--- config.mk ---
export PLATFORM = sky130hd
export DESIGN_NAME = traffic_phase_controller
export DESIGN_NICKNAME = d
export VERILOG_FILES = /design/src/rtl/traffic_phase_controller.sv
export SDC_FILE = /design/constraint.sdc
export NUM_CORES = 1
export LEC_CHECK = 0
export ABC_AREA = 1
export CORE_MARGIN = 4
export CORE_UTILIZATION = 48
export DETAILED_ROUTE_END_ITERATION = 16
export GPL_TIMING_DRIVEN = 1
export PLACE_DENSITY = 0.72
export SETUP_SLACK_MARGIN = 0.1
export SKIP_LAST_GASP = 1
export SLEW_MARGIN = 20
export SYNTH_ARGS = -nofsm -noshare
export SYNTH_HDL_FRONTEND = slang
export SYNTH_SLANG_ARGS = --single-unit
--- constraint.sdc ---
create_clock -name clk -period 3.6 [get_ports clk]
set_input_delay 0.36 -clock clk [delete_from_list [all_inputs] [get_ports clk]]
set_output_delay 0.36 -clock clk [all_outputs]
set_load 0.02 [all_outputs]
--- src/rtl/traffic_phase_controller.sv ---
// Purpose: N-phase traffic-light sequencer (green/extension/yellow/walk/all-red) with built-in tick-based interval timer.
// Latency: state, phase and countdown change on the clock edge where a tick expires them; lamps decode the registered state.
// Backpressure: none; tick, sensor, walk_req and programming writes are accepted on every cycle.
module traffic_phase_controller #(
    parameter int NUM_PHASES = 2,
    parameter int CNT_W      = 8,
    parameter int T_GREEN    = 6,
    parameter int T_EXT      = 3,
    parameter int T_YELLOW   = 2,
    parameter int T_ALLRED   = 1,
    parameter int T_WALK     = 4,
    parameter int SKIP_EMPTY = 0,
    localparam int PW        = (NUM_PHASES > 1) ? $clog2(NUM_PHASES) : 1
) (
    input  logic                  clk,
    input  logic                  reset,
    input  logic                  tick,
    input  logic [NUM_PHASES-1:0] sensor,
    input  logic [NUM_PHASES-1:0] walk_req,
    input  logic                  prog_en,
    input  logic [2:0]            prog_sel,
    input  logic [CNT_W-1:0]      prog_val,
    output logic [2:0]            state,
    output logic [PW-1:0]         phase,
    output logic [NUM_PHASES-1:0] green,
    output logic [NUM_PHASES-1:0] yellow,
    output logic [NUM_PHASES-1:0] red,
    output logic [NUM_PHASES-1:0] walk,
    output logic [NUM_PHASES-1:0] walk_pending,
    output logic [CNT_W-1:0]      remaining
);

    typedef enum logic [2:0] {
        ALLRED = 3'd0,
        GREEN  = 3'd1,
        EXT    = 3'd2,
        YELLOW = 3'd3,
        WALK   = 3'd4
    } stateT;

    stateT                 curState;
    stateT                 nextState;
    logic [PW-1:0]         curPhase;
    logic [PW-1:0]         nextPhase;
    logic [PW-1:0]         rrNext;
    logic [PW-1:0]         skipNext;
    logic [CNT_W-1:0]      remCnt;
    logic [CNT_W-1:0]      entryDur;
    logic [CNT_W-1:0]      durGreen;
    logic [CNT_W-1:0]      durExt;
    logic [CNT_W-1:0]      durYellow;
    logic [CNT_W-1:0]      durAllred;
    logic [CNT_W-1:0]      durWalk;
    logic [NUM_PHASES-1:0] pendReg;
    logic [NUM_PHASES-1:0] pendNext;
    logic [NUM_PHASES-1:0] pendClr;
    logic [NUM_PHASES-1:0] demand;
    logic                  expire;
    logic                  found;
    int                    idx;

    // A programmed duration of zero still has to occupy one tick.
    function automatic logic [CNT_W-1:0] loadVal(input logic [CNT_W-1:0] d);
        return (d == '0) ? CNT_W'(1) : d;
    endfunction

    // Countdown of 1 (or a defensive 0) consumed by a tick ends the current state.
    assign expire = tick && (remCnt <= CNT_W'(1));
    assign demand = sensor | pendReg;

    // Candidate next phases: plain round-robin, and the first demanding phase after the current one.
    always_comb begin
        rrNext   = (curPhase == PW'(NUM_PHASES - 1)) ? '0 : curPhase + 1'b1;
        skipNext = rrNext;
        found    = 1'b0;
        idx      = 0;
        for (int i = 1; i < NUM_PHASES; i++) begin
            idx = (int'(curPhase) + i) % NUM_PHASES;
            if (!found && demand[idx]) begin
                skipNext = PW'(idx);
                found    = 1'b1;
            end
        end
    end

    // Next-state selection on expiry and the duration loaded for the state being entered.
    always_comb begin
        nextState = curState;
        nextPhase = curPhase;
        entryDur  = durAllred;
        if (expire) begin
            case (curState)
                ALLRED: begin
                    nextState = GREEN;
                    nextPhase = (SKIP_EMPTY != 0) ? skipNext : rrNext;
                end
                GREEN:   nextState = sensor[curPhase] ? EXT : YELLOW;
                EXT:     nextState = YELLOW;
                YELLOW:  nextState = pendReg[curPhase] ? WALK : ALLRED;
                WALK:    nextState = ALLRED;
                default: nextState = ALLRED;
            endcase
        end
        case (nextState)
            GREEN:   entryDur = durGreen;
            EXT:     entryDur = durExt;
            YELLOW:  entryDur = durYellow;
            WALK:    entryDur = durWalk;
            default: entryDur = durAllred;
        endcase
    end

    // Walk latch: cleared when its phase enters WALK, but a still-pressed button re-arms it.
    always_comb begin
        pendClr = '0;
        if (expire && (curState == YELLOW) && (nextState == WALK)) begin
            pendClr = NUM_PHASES'(1) << curPhase;
        end
        pendNext = (pendReg & ~pendClr) | walk_req;
    end

    // Sequencer state, owning phase, countdown and walk latches.
    always_ff @(posedge clk or negedge reset) begin
        if (!reset) begin
            curState <= ALLRED;
            curPhase <= PW'(NUM_PHASES - 1);
            remCnt   <= loadVal(CNT_W'(T_ALLRED));
            pendReg  <= '0;
        end else begin
            pendReg <= pendNext;
            if (expire) begin
                curState <= nextState;
                curPhase <= nextPhase;
                remCnt   <= loadVal(entryDur);
            end else if (tick) begin
                remCnt <= remCnt - 1'b1;
            end
        end
    end

    // Duration registers; a write only shows up at the next state entry after it lands.
    always_ff @(posedge clk or negedge reset) begin
        if (!reset) begin
            durGreen  <= CNT_W'(T_GREEN);
            durExt    <= CNT_W'(T_EXT);
            durYellow <= CNT_W'(T_YELLOW);
            durAllred <= CNT_W'(T_ALLRED);
            durWalk   <= CNT_W'(T_WALK);
        end else if (prog_en) begin
            case (prog_sel)
                3'd0:    durGreen  <= prog_val;
                3'd1:    durExt    <= prog_val;
                3'd2:    durYellow <= prog_val;
                3'd3:    durAllred <= prog_val;
                3'd4:    durWalk   <= prog_val;
                default: ;
            endcase
        end
    end

    // Lamp decode of the registered state and owning phase.
    always_comb begin
        green  = '0;
        yellow = '0;
        walk   = '0;
        case (curState)
            GREEN, EXT: green[curPhase]  = 1'b1;
            YELLOW:     yellow[curPhase] = 1'b1;
            WALK:       walk[curPhase]   = 1'b1;
            default:    ;
        endcase
        red = ~(green | yellow);
    end

    assign state        = curState;
    assign phase        = curPhase;
    assign remaining    = remCnt;
    assign walk_pending = pendReg;

endmodule
==> flow_summary.json <==
{
  "status": "finished clean",
  "ir_worst_vdd_mv": 0.352,
  "cts-resized-gates": 0,
  "finalSetupViolations": 0,
  "path_class": "reg2reg",
  "grt_start_max_net_pins": 32,
  "yosys_warnings": 0,
  "comb_power_share_pct": 50.0,
  "antenna_found_initial": 0,
  "die-width_um": 85.7,
  "worstPathArrival_ns": 2.79,
  "slew_violations": 0,
  "cts.clk_slew.worst_paths_ns": 0.09,
  "pwr-share-seq_pct": 36.8,
  "start_util_pct": 49.2,
  "final_cell_mix": "nand2_1 (105), o21ai_0 (50), inv_1 (45), dfrtp_1 (45), clkdlybuf4s50_1 (39)",
  "grtUsageTotal_pct": 18.9,
  "areaGrowthSynthToFinish_pct": 18.5,
  "ys_seq_area_share_pct": 47.1,
  "ant_nets": 0,
  "hold_violations": 0,
  "power_switching_mw": 1.08,
  "finClkSkew_ns": 0.00521,
  "start_kind": "flip-flop",
  "critPathMaxFanout": 16,
  "fin_crit_ns": 2.63,
  "place_hpwl_um": 4890,
  "synth_cell_type_count": 33,
  "first_global_vias": 2441,
  "drc": 0,
  "viasPerCell": 5.03,
  "cap_violations": 0,
  "place_ws_ns": 0.748,
  "wirelength_um": 6300,
  "cp.required_ns": 3.76,
  "die_y_um": 85.7,
  "syn_avg_cell_area_sq_um": 7.76,
  "clockBufferDepth": 2,
  "ys_ff_latch": 54,
  "overflow": 0,
  "grt_setup_unrepaired": "no",
  "synth_flop_cell": "dfrtp_1",
  "clock.fmax_ghz": 0.380,
  "swShare_pct": 44.2,
  "insertedDiodeCount": 0,
  "grt_pass1_wl_um": 11300,
  "hold_ws_ns": 0.0406,
  "final.setup.tns_ns": 0,
  "nNetsFinal": 433,
  "drtPass1Iterations": 4,
  "layout_setup_ws_ns": 0.965,
  "tritoncts": "yes",
  "power.static_leakage_nw": 1.64,
  "wl_per_cell_um": 12.9,
  "post_cts_buffers": 0,
  "drt_iter0_markers": 84,
  "cts_inserted_buffers": 5,
  "row_count": 28,
  "power.density_nw_per_um2": 714,
  "dr_total_vias": 2456,
  "async_flop_share_pct": 100,
  "io_buffers": 40,
  "fillers": 556,
  "synth_area_sq_um": 2890,
  "fin_crit_sh_pct": 73.2,
  "synth_edf_count": 0,
  "final_common_cell": "nand2_1",
  "clock_power_share_pct": 13.2,
  "worst_pin_slew_ns": 0.695,
  "synth_fp_nets": 394,
  "root_buffer": "clkbuf_8",
  "hold_path_class": "in2async",
  "cts.sinks": 54,
  "power_mw": 2.45,
  "core_area_sq_um": 5890,
  "end_kind": "flip-flop",
  "die-area_sq_um": 7340,
  "relSlewSlack_pct": 53.2,
  "clkLatencyLatePin_ns": 0.30,
  "netlist_instances": 373,
  "cts.htree.levels": 2,
  "ctsHoldBuffers": 0,
  "gp_congestion": 0.838,
  "io_pins": 41,
  "p_int_mw": 1.37,
  "final_core_util_pct": 58.2,
  "drive_above_1_share_pct": 9.93
}
## power groups by stage
stage	sequential, mW	clock (mW)	combinational, mW
global route	0.924	0.358	1.38
detailed placement	0.913	0	1.23
CTS	0.902	0.335	1.24
floorplan	0.948	0	0.809
global placement	0.909	0	1.21
finish	0.900	0.323	1.22
## registers in the layout, summed over array words and instances, names as in the netlist
register	flops
durWalk	8
walk_pending	2
durExt	8
state	3
durAllred	8
durYellow	8
durGreen	8
phase	1
remaining	8
## worst max-delay path: stages (launching register included)
cell and delay [ns]:
dfstp_2 0.59, inv_1 0.07, ha_1 0.23, inv_1 0.08, nand2_1 0.11, nand3_4 0.14
nor2_8 0.08, nand2_2 0.09, nand2_4 0.08, nor2_4 0.26, inv_2 0.11, nand3_4 0.13
nor2_1 0.05, nor2_1 0.13, nand2_1 0.07, o311ai_0 0.09, o21ai_0 0.16
## cells by family (layout without fill, tap and decap cells)
logic type | count (synthesis) | count (layout) | share of synthesized area, %
compound gates | 65 | 65 | 12.3
xor+xnor | 3 | 3 | 0.908
fa+ha+maj | 2 | 2 | 0.865
buf+inv | 61 | 101 | 8.30
flops | 54 | 54 | 47.1
simple gates | 188 | 188 | 30.5
## cells in the mapped netlist, types with 3 or more instances
| cell | count | share of area (%) |
|---|---|---|
| o311ai_0 | 3 | 0.91 |
| dfrtp_1 | 45 | 39 |
| xor2_1 | 3 | 0.91 |
| dfstp_2 | 9 | 8.2 |
| nand4_1 | 3 | 0.65 |
| nor2_1 | 30 | 3.9 |
| nor3_1 | 6 | 1.0 |
| inv_2 | 5 | 0.65 |
| nand3_4 | 3 | 1.8 |
| nand3_1 | 25 | 4.3 |
| a31oi_1 | 3 | 0.65 |
| nand2_1 | 105 | 14 |
| nor2_4 | 4 | 1.6 |
| inv_1 | 45 | 5.8 |
| nand2_2 | 3 | 0.65 |
| o21ai_0 | 50 | 8.6 |
| clkbuf_1 | 7 | 0.91 |
## path summary, 6_finish.rpt
| kind | start | to | slack (ns) | depth (start not counted) |
|---|---|---|---|---|
| max | remaining[0] | remaining[3] | 0.97 | 16 |
| min | reset | walk_pending[0] | 0.04 | 1 |
| max reg2reg | remaining[0] | remaining[3] | 0.97 | 16 |
| min reg2reg | durGreen[1] | durGreen[1] | 0.50 | 2 |
| max in group asynchronous | reset | durWalk[2] | 2.71 | 2 |
| min in group clk | durGreen[1] | durGreen[1] | 0.50 | 2 |
## through the flow
step                std cells  instance area (sq um)
finish                    488                   3430
global route              488                   3430
CTS                       488                   3430
detailed placement        480                   3350
global placement          480                   3350
floorplan                 373                   2890
## routing by layer
metal / vias to the layer above / GRT usage [%] / wire length, um
met2: 69 / 31.4 / 2840
met4: 0 / 4.75 / 65
met5: - / 0 / 0
li1: 1271 / - / -
met1: 1108 / 25.7 / 3030
met3: 8 / 3.46 / 362
## cell type report
class,count,area (sq um),share of cell area [%]
clock buffer,6,72.6,2.12
clock inverter,2,10.0,0.292
inverter,52,195,5.69
multi-input combinational,258,1290,37.7
sequential,54,1360,39.7
tap,75,93.8,2.74
timing repair buffer,41,403,11.8
Power figures use the tool's default switching activity.
